[config.mk]
export PLATFORM = sky130hd
export DESIGN_NAME = des_host_seq
export DESIGN_NICKNAME = d
export VERILOG_FILES = /design/src/rtl/des_host_seq.sv
export SDC_FILE = /design/constraint.sdc
export NUM_CORES = 1
export LEC_CHECK = 0
export BUFFER_PORTS_ARGS = -buffer_cell sky130_fd_sc_hd__buf_2
export CORE_MARGIN = 2
export CORE_UTILIZATION = 45
export CTS_BUF_LIST = sky130_fd_sc_hd__clkbuf_8
export DETAILED_ROUTE_END_ITERATION = 6
export HOLD_SLACK_MARGIN = 0.12
export PLACE_DENSITY = 0.65
export RECOVER_POWER = 25
export SYNTH_ARGS = -nofsm -noshare
export SYNTH_HDL_FRONTEND = slang
export SYNTH_SLANG_ARGS = --single-unit
[constraint.sdc]
create_clock -name clk -period 2.8 [get_ports clk]
set_input_delay 0.84 -clock clk [delete_from_list [all_inputs] [get_ports clk]]
set_output_delay 0.84 -clock clk [all_outputs]
set_load 0.005 [all_outputs]
[src/rtl/des_host_seq.sv]
// Host command sequencer feeding the 3DES control unit: turns host commands and byte streams into per-cycle mode codes.
// Optional RUN watchdog enabled by defining DES_HOST_SEQ_TIMEOUT_EN.
module des_host_seq #(
    parameter int KEY_BYTES      = 8,
    parameter int DATA_BYTES     = 8,
    parameter int OUT_BYTES      = 8,
    parameter int TIMEOUT_CYCLES = 64
) (
    input  logic       clk,
    input  logic       rst,
    input  logic       cmd_valid,
    input  logic [2:0] cmd,
    output logic       cmd_ready,
    input  logic       in_valid,
    output logic       in_ready,
    input  logic       core_done,
    input  logic       out_ready,
    output logic       out_valid,
    output logic [2:0] mode,
    output logic       busy,
    output logic       err
);

    localparam int MAX_KD = (KEY_BYTES > DATA_BYTES) ? KEY_BYTES : DATA_BYTES;
    localparam int MAX_B  = (MAX_KD > OUT_BYTES) ? MAX_KD : OUT_BYTES;
    localparam int CW     = $clog2(MAX_B) + 1;

    localparam logic [CW-1:0] KEY_LAST  = CW'(KEY_BYTES - 1);
    localparam logic [CW-1:0] DATA_LAST = CW'(DATA_BYTES - 1);
    localparam logic [CW-1:0] OUT_LAST  = CW'(OUT_BYTES - 1);

    localparam logic [2:0] S_IDLE      = 3'd0;
    localparam logic [2:0] S_LOAD_KEY  = 3'd1;
    localparam logic [2:0] S_LOAD_DATA = 3'd2;
    localparam logic [2:0] S_RUN       = 3'd3;
    localparam logic [2:0] S_CLEAR     = 3'd4;
    localparam logic [2:0] S_READ      = 3'd5;

    localparam logic [2:0] MODE_IDLE  = 3'd0;
    localparam logic [2:0] MODE_KEY   = 3'd1;
    localparam logic [2:0] MODE_DATA  = 3'd2;
    localparam logic [2:0] MODE_ENC   = 3'd3;
    localparam logic [2:0] MODE_DEC   = 3'd4;
    localparam logic [2:0] MODE_CLEAR = 3'd5;
    localparam logic [2:0] MODE_SHOUT = 3'd6;

    logic [2:0]    state_q, state_d;
    logic [CW-1:0] cnt_q, cnt_d;
    logic          err_q, err_d;
    logic          dec_q, dec_d;

`ifdef DES_HOST_SEQ_TIMEOUT_EN
    localparam int              WDW     = $clog2(TIMEOUT_CYCLES) + 1;
    localparam logic [WDW-1:0]  WD_LAST = WDW'(TIMEOUT_CYCLES - 1);

    logic [WDW-1:0] wd_q, wd_d;
    // Set when CLEAR was entered by the watchdog, so that CLEAR keeps err raised.
    logic           keep_q, keep_d;
`else
    localparam int unused_timeout = TIMEOUT_CYCLES;
`endif

    always_comb begin
        state_d   = state_q;
        cnt_d     = cnt_q;
        err_d     = err_q;
        dec_d     = dec_q;
        mode      = MODE_IDLE;
        cmd_ready = 1'b0;
        in_ready  = 1'b0;
        out_valid = 1'b0;
`ifdef DES_HOST_SEQ_TIMEOUT_EN
        wd_d      = wd_q;
        keep_d    = keep_q;
`endif
        case (state_q)
            S_IDLE: begin
                cmd_ready = ~rst;
                if (cmd_valid && !rst) begin
                    case (cmd)
                        3'd1: state_d = S_LOAD_KEY;
                        3'd2: state_d = S_LOAD_DATA;
                        3'd3, 3'd4: begin
                            state_d = S_RUN;
                            dec_d   = (cmd == 3'd4);
`ifdef DES_HOST_SEQ_TIMEOUT_EN
                            wd_d    = '0;
`endif
                        end
                        3'd5: state_d = S_CLEAR;
                        3'd6: state_d = S_READ;
                        default: err_d = 1'b1;
                    endcase
                end
            end
            S_LOAD_KEY: begin
                in_ready = 1'b1;
                if (in_valid) begin
                    mode = MODE_KEY;
                    if (cnt_q == KEY_LAST) begin
                        cnt_d   = '0;
                        state_d = S_IDLE;
                    end else begin
                        cnt_d = cnt_q + 1'b1;
                    end
                end
            end
            S_LOAD_DATA: begin
                in_ready = 1'b1;
                if (in_valid) begin
                    mode = MODE_DATA;
                    if (cnt_q == DATA_LAST) begin
                        cnt_d   = '0;
                        state_d = S_IDLE;
                    end else begin
                        cnt_d = cnt_q + 1'b1;
                    end
                end
            end
            S_RUN: begin
                mode = dec_q ? MODE_DEC : MODE_ENC;
                if (core_done) begin
                    state_d = S_IDLE;
                end
`ifdef DES_HOST_SEQ_TIMEOUT_EN
                else if (wd_q == WD_LAST) begin
                    state_d = S_CLEAR;
                    err_d   = 1'b1;
                    keep_d  = 1'b1;
                end else begin
                    wd_d = wd_q + 1'b1;
                end
`endif
            end
            S_CLEAR: begin
                mode    = MODE_CLEAR;
                state_d = S_IDLE;
                cnt_d   = '0;
`ifdef DES_HOST_SEQ_TIMEOUT_EN
                err_d   = keep_q;
                keep_d  = 1'b0;
`else
                err_d   = 1'b0;
`endif
            end
            S_READ: begin
                out_valid = 1'b1;
                if (out_ready) begin
                    mode = MODE_SHOUT;
                    if (cnt_q == OUT_LAST) begin
                        cnt_d   = '0;
                        state_d = S_IDLE;
                    end else begin
                        cnt_d = cnt_q + 1'b1;
                    end
                end
            end
            default: begin
                state_d = S_IDLE;
                cnt_d   = '0;
            end
        endcase
    end

    always_ff @(posedge clk or posedge rst) begin
        if (rst) begin
            state_q <= S_IDLE;
            cnt_q   <= '0;
            err_q   <= 1'b0;
            dec_q   <= 1'b0;
        end else begin
            state_q <= state_d;
            cnt_q   <= cnt_d;
            err_q   <= err_d;
            dec_q   <= dec_d;
        end
    end

`ifdef DES_HOST_SEQ_TIMEOUT_EN
    always_ff @(posedge clk or posedge rst) begin
        if (rst) begin
            wd_q   <= '0;
            keep_q <= 1'b0;
        end else begin
            wd_q   <= wd_d;
            keep_q <= keep_d;
        end
    end
`endif

    assign busy = (state_q != S_IDLE);
    assign err  = err_q;

endmodule
Yosys cells after proc, flatten, opt, wreduce, memory -nomap -nowiden. Index checks and enable logic that the tools add are counted.

Add/subtract/negate cells: 1. Eq/ne operators: 18. Mux-type cells: 22. Bitwise operators: 2. Reductions and logical operators: 13.

Operator list (count): 3-bit one-hot mux with 5 select lines (2); 3-bit 2-to-1 mux (7); 3-bit == test (second input constant) (5); 3-bit by 2-bit == test with 1-bit output (second input constant) (4); 4-bit 2-to-1 mux (3); 3-bit one-hot mux with 4 select lines (1); 4-bit one-hot mux with 3 select lines (1); 3-bit AND reduction (3); 2-bit != test (second input constant) (4); 3-bit by 1-bit == test with 1-bit output (second input constant) (2); 1-bit 2-to-1 mux (6); 6-bit by 1-bit != test with 1-bit output (second input constant) (1); 2-bit OR reduction (3); 6-bit OR reduction (1); 5-bit AND reduction (1); 4-bit by 1-bit adder with 4-bit output (second input constant) (1); 4-bit by 3-bit == test with 1-bit output (second input constant) (1); 3-bit logical NOT (1); 3-bit nonzero test (1); 2-bit 2-to-1 mux (1); 2-bit by 1-bit != test with 1-bit output (second input constant) (1); 1-bit inverter (2); 1-bit one-hot mux with 2 select lines (1); 2-bit nonzero test (1); other kinds (2) (2).

Register bits: 9. Output and inout port bits: 8.

Logic depth before layout (Yosys ltp).
Word-level depth: 5. Depth in mapped cells: 7.

Worst setup path after synthesis. Ideal clock, no wire load.

Kind: input to output. Start: input in_valid. End: output mode[0]. Data arrival time: 1.208 ns. Required time: 1.960 ns. Setup slack: 0.752 ns. Stages on the path: 4. Buffers on the path: 0. Path through: inv_1 mux2i_1 nand2_1 o21ai_0.

Cells in the longest elaborated chain, start to end: 2.

Ends and longest elaborated chain: start: declaration (RTL line 14) `input logic in_valid,`; 1-bit 2-to-1 mux (RTL line 98) `if (in_valid) begin`; 3-bit one-hot mux with 5 select lines (RTL line 76) `case (state_q)`; end: declaration (RTL line 19) `output logic [2:0] mode,`.

Every way passes these cells.

Final worst setup path.
Start: register state_q[2]. End: output mode[1].

Cells in the longest elaborated chain, start to end: 2.

Ends and longest elaborated chain: start: declaration (RTL line 47) `logic [2:0] state_q, state_d;`; start signal: assignment (RTL line 172) `state_q <= state_d;`; 3-bit == test (tied with other cells) (RTL line 76); 3-bit one-hot mux with 5 select lines (*) (RTL line 76).

Every way passes the cells marked *; elsewhere a longest branch is shown, timed or not.

==> metrics.md <==
| Metric | Value |
|---|---|
| Max frequency | `419 MHz` |
| Final nets | `120` |
| Cell area after synthesis | `772 sq um` |
| Worst Path Arrival | `1.55 ns` |
| GP Congestion | `0.827` |
| Detail Route Antenna Nets | `0` |
| Outcome | `complete, no violations` |
| Pins Over Slew Limit | `0` |
| Syn_nets | `103` |
| Post-CTS setup buffer count | `0` |
| P_leak | `0.415 nW` |
| Min Tclk post-route | `2.39 ns` |
| Num CTS Buffers | `3` |
| Hold Crit Class | `register to register` |
| Final core utilization | `0.571` |
| RSZ-0062 raised after global routing | `false` |
| Multi-input logic area | `495 sq um` |
| Worst Path Max Fanout | `14` |
| Drt first-iter violations | `9` |
| Worst vdd ir | `0.000404 V` |
| P_sw | `0.350 mW` |
| Mean Syn Cell Area | `8.30 sq um` |
| Internal Power | `0.475 mW` |
| CP Capture Type | `primary output` |
| Fin. Hold Viols | `0` |
| DP HPWL | `1260 um` |
| Vias | `719` |
| Pre-antenna DRT Iters | `4` |
| Vias in the first global route | `608` |
| GR Util All Layers | `0.196` |
| Die area | `2060 sq um` |
| Register area | `225 sq um` |
| Post-CTS Hold Fix Bufs | `0` |
| Die span in y | `45.4 um` |
| Final TNS setup | `0 ns` |
| Layout cells sized above 1 | `0.229` |
| WL per Instance | `13.1 um` |
| GRT overflow | `0` |
| Design Power | `0.825 mW` |
| Worst-Margin Slew | `0.525 ns` |
| Gates resized, CTS repair | `0` |
| Logic pwr share | `0.494` |
| Clock skew | `0.000243 ns` |
| Sequential fraction of the synthesis area | `0.292` |
| Area Growth Syn to Fin | `15.4%` |
| Core footprint | `1560 sq um` |
| Largest net degree at the start of global routing | `19` |
| Clock root buffer | `clkbuf_8` |
| Critical path class | `register to primary output` |
| CTS tree | `yes` |
| Row count | `14` |
| Final Cycle Share | `0.853` |
| Sw frac | `0.424` |
| Clock tree buffer depth | `2` |
| Die width | `45.4 um` |
| Residual DRC count | `0` |
| WP data required | `1.96 ns` |
| Fillcell total | `151` |
| Cells after Synth | `93` |
| Vias per cell | `5.75` |
| Inserted Diodes | `0` |
| Clock Sinks | `9` |
| Port-buffer cells | `16` |
| Pwr dens | `926 nW/um^2` |
| WL final | `1640 um` |
| Clock-pin transition on the worst setup and hold timing paths | `0.04 ns` |
| Startpoint Class | `register` |
| Ys Warns | `0` |
| Finish-stage setup viols | `0` |
| # IOs | `17` |
| #FFs+latches synth | `9` |
| Max-Cap Viols | `0` |
| Sequential power share | `0.329` |
| H-tree depth | `1` |
| Starting Density | `0.495` |
| Clock power share | `0.177` |
| Clock latency on the worst-skew pair | `0.23 ns` |
| Global-route wire length before repair | `2870 um` |
| Initial antenna violation count | `0` |
| Slew HR | `0.650` |
| Post-synth cell types | `40` |
## registers in the layout (all words and copies together) (netlist names)
name	cells
cnt_q	4
state_q	3
dec_q	1
err	1
## Yosys cell counts
cell | instances | share of area
o211ai_1 | 1 | 0.0097
nor2b_1 | 3 | 0.024
a21oi_2 | 1 | 0.011
dfrtp_1 | 9 | 0.29
buf_2 | 2 | 0.013
mux2_2 | 2 | 0.029
nor2_1 | 7 | 0.034
xnor2_1 | 1 | 0.011
nand3b_1 | 1 | 0.0097
o31ai_1 | 2 | 0.019
o32ai_1 | 1 | 0.011
a31o_2 | 1 | 0.011
mux2i_1 | 3 | 0.039
a21oi_1 | 5 | 0.032
o2bb2ai_1 | 1 | 0.011
and4b_1 | 1 | 0.013
a21boi_1 | 1 | 0.0097
and4bb_1 | 1 | 0.016
a22oi_1 | 1 | 0.0097
ha_1 | 1 | 0.016
and3_1 | 1 | 0.0081
a211oi_1 | 2 | 0.019
or2_2 | 2 | 0.016
nor3_2 | 1 | 0.013
or4b_1 | 1 | 0.013
nor3b_1 | 2 | 0.019
inv_1 | 7 | 0.034
nand2b_1 | 4 | 0.032
nor3_1 | 1 | 0.0065
a2111o_1 | 1 | 0.015
xor2_1 | 3 | 0.034
o21ai_0 | 5 | 0.032
a32o_1 | 1 | 0.013
or4_1 | 1 | 0.0097
nand2_1 | 8 | 0.039
o22ai_1 | 2 | 0.016
buf_4 | 2 | 0.019
o2111ai_1 | 1 | 0.011
nand3_1 | 2 | 0.013
a2bb2oi_1 | 1 | 0.011
## path summary, 6_finish.rpt
check	start	endpoint	slack, ns	cells after the start
setup / recovery	state_q[2]$_DFFE_PP0P_	mode[1]	0.41	4
hold / removal	err$_DFFE_PP0P_	err$_DFFE_PP0P_	0.53	2
setup reg to reg	state_q[0]$_DFFE_PP0P_	state_q[0]$_DFFE_PP0P_	0.91	4
hold reg to reg	err$_DFFE_PP0P_	err$_DFFE_PP0P_	0.53	2
max in group asynchronous	rst	cnt_q[2]$_DFFE_PP0P_	1.96	2
min in group asynchronous	rst	err$_DFFE_PP0P_	0.58	2
## per-stage QoR
step / setup slack (ns) / area (sq um) / cells / hold WS (ns)
floorplan: 0.752 / 772 / 93 / 0.510
global placement: 0.479 / 847 / 121 / 0.506
CTS: 0.414 / 892 / 125 / 0.534
detailed placement: 0.464 / 847 / 121 / 0.523
finish: 0.411 / 891 / 125 / 0.526
global route: 0.278 / 891 / 125 / 0.558
## final cells by class
type,count,share of cell area
Inverter,7,0.0295
Timing Repair Buffer,16,0.0885
Multi-Input combinational cell,73,0.556
Sequential cell,9,0.253
Clock buffer,3,0.0463
Tap cell,16,0.0225
Clock inverter,1,0.00421
## placed cells by master (no fill, tap or decap), types with 3 or more instances in the layout
cell type  Yosys  final
clkbuf_8       0      3
o21ai_0        5      5
buf_2          2     15
nor2_1         7      7
inv_1          7      8
nand2_1        8      8
nor2b_1        3      3
xor2_1         3      3
nand2b_1       4      4
mux2i_1        3      3
dfrtp_1        9      9
a21oi_1        5      5
## cell families (layout without fill, tap and decap cells)
| group | Yosys count | after routing | share of synthesized area |
|---|---|---|---|
| and+or+nand+nor | 36 | 36 | 0.267 |
| AOI/OAI and AO/OA | 27 | 27 | 0.245 |
| buffers and inverters | 11 | 27 | 0.0665 |
| DFF | 9 | 9 | 0.292 |
| muxes | 5 | 5 | 0.0681 |
| xor gates and xnor gates | 4 | 4 | 0.0454 |
| adders and majority gates | 1 | 1 | 0.0162 |
## worst max-delay path, stage by stage, from the launching register on
cell,delay (ns)
dfrtp_1,0.60
inv_1,0.18
nor3b_1,0.28
a32o_1,0.15
buf_2,0.11
## power groups by stage
stage	clock, mW	combinational, mW	sequential (mW)
2_1_floorplan	0	0.366	0.213
3_3_place_gp	0	0.403	0.270
3_5_place_dp	0	0.405	0.273
4_1_cts	0.151	0.409	0.270
5_1_grt	0.160	0.457	0.282
6_report	0.146	0.408	0.271
## per-layer routing
metal  up-vias  track usage  part of all wire
met1       326        0.291              0.54
met2        16        0.251              0.39
li1        373            -                 -
met4         0       0.0941             0.019
met3         4       0.0635             0.050
met5         -            0                 0
(Power assumes the default switching activity.)
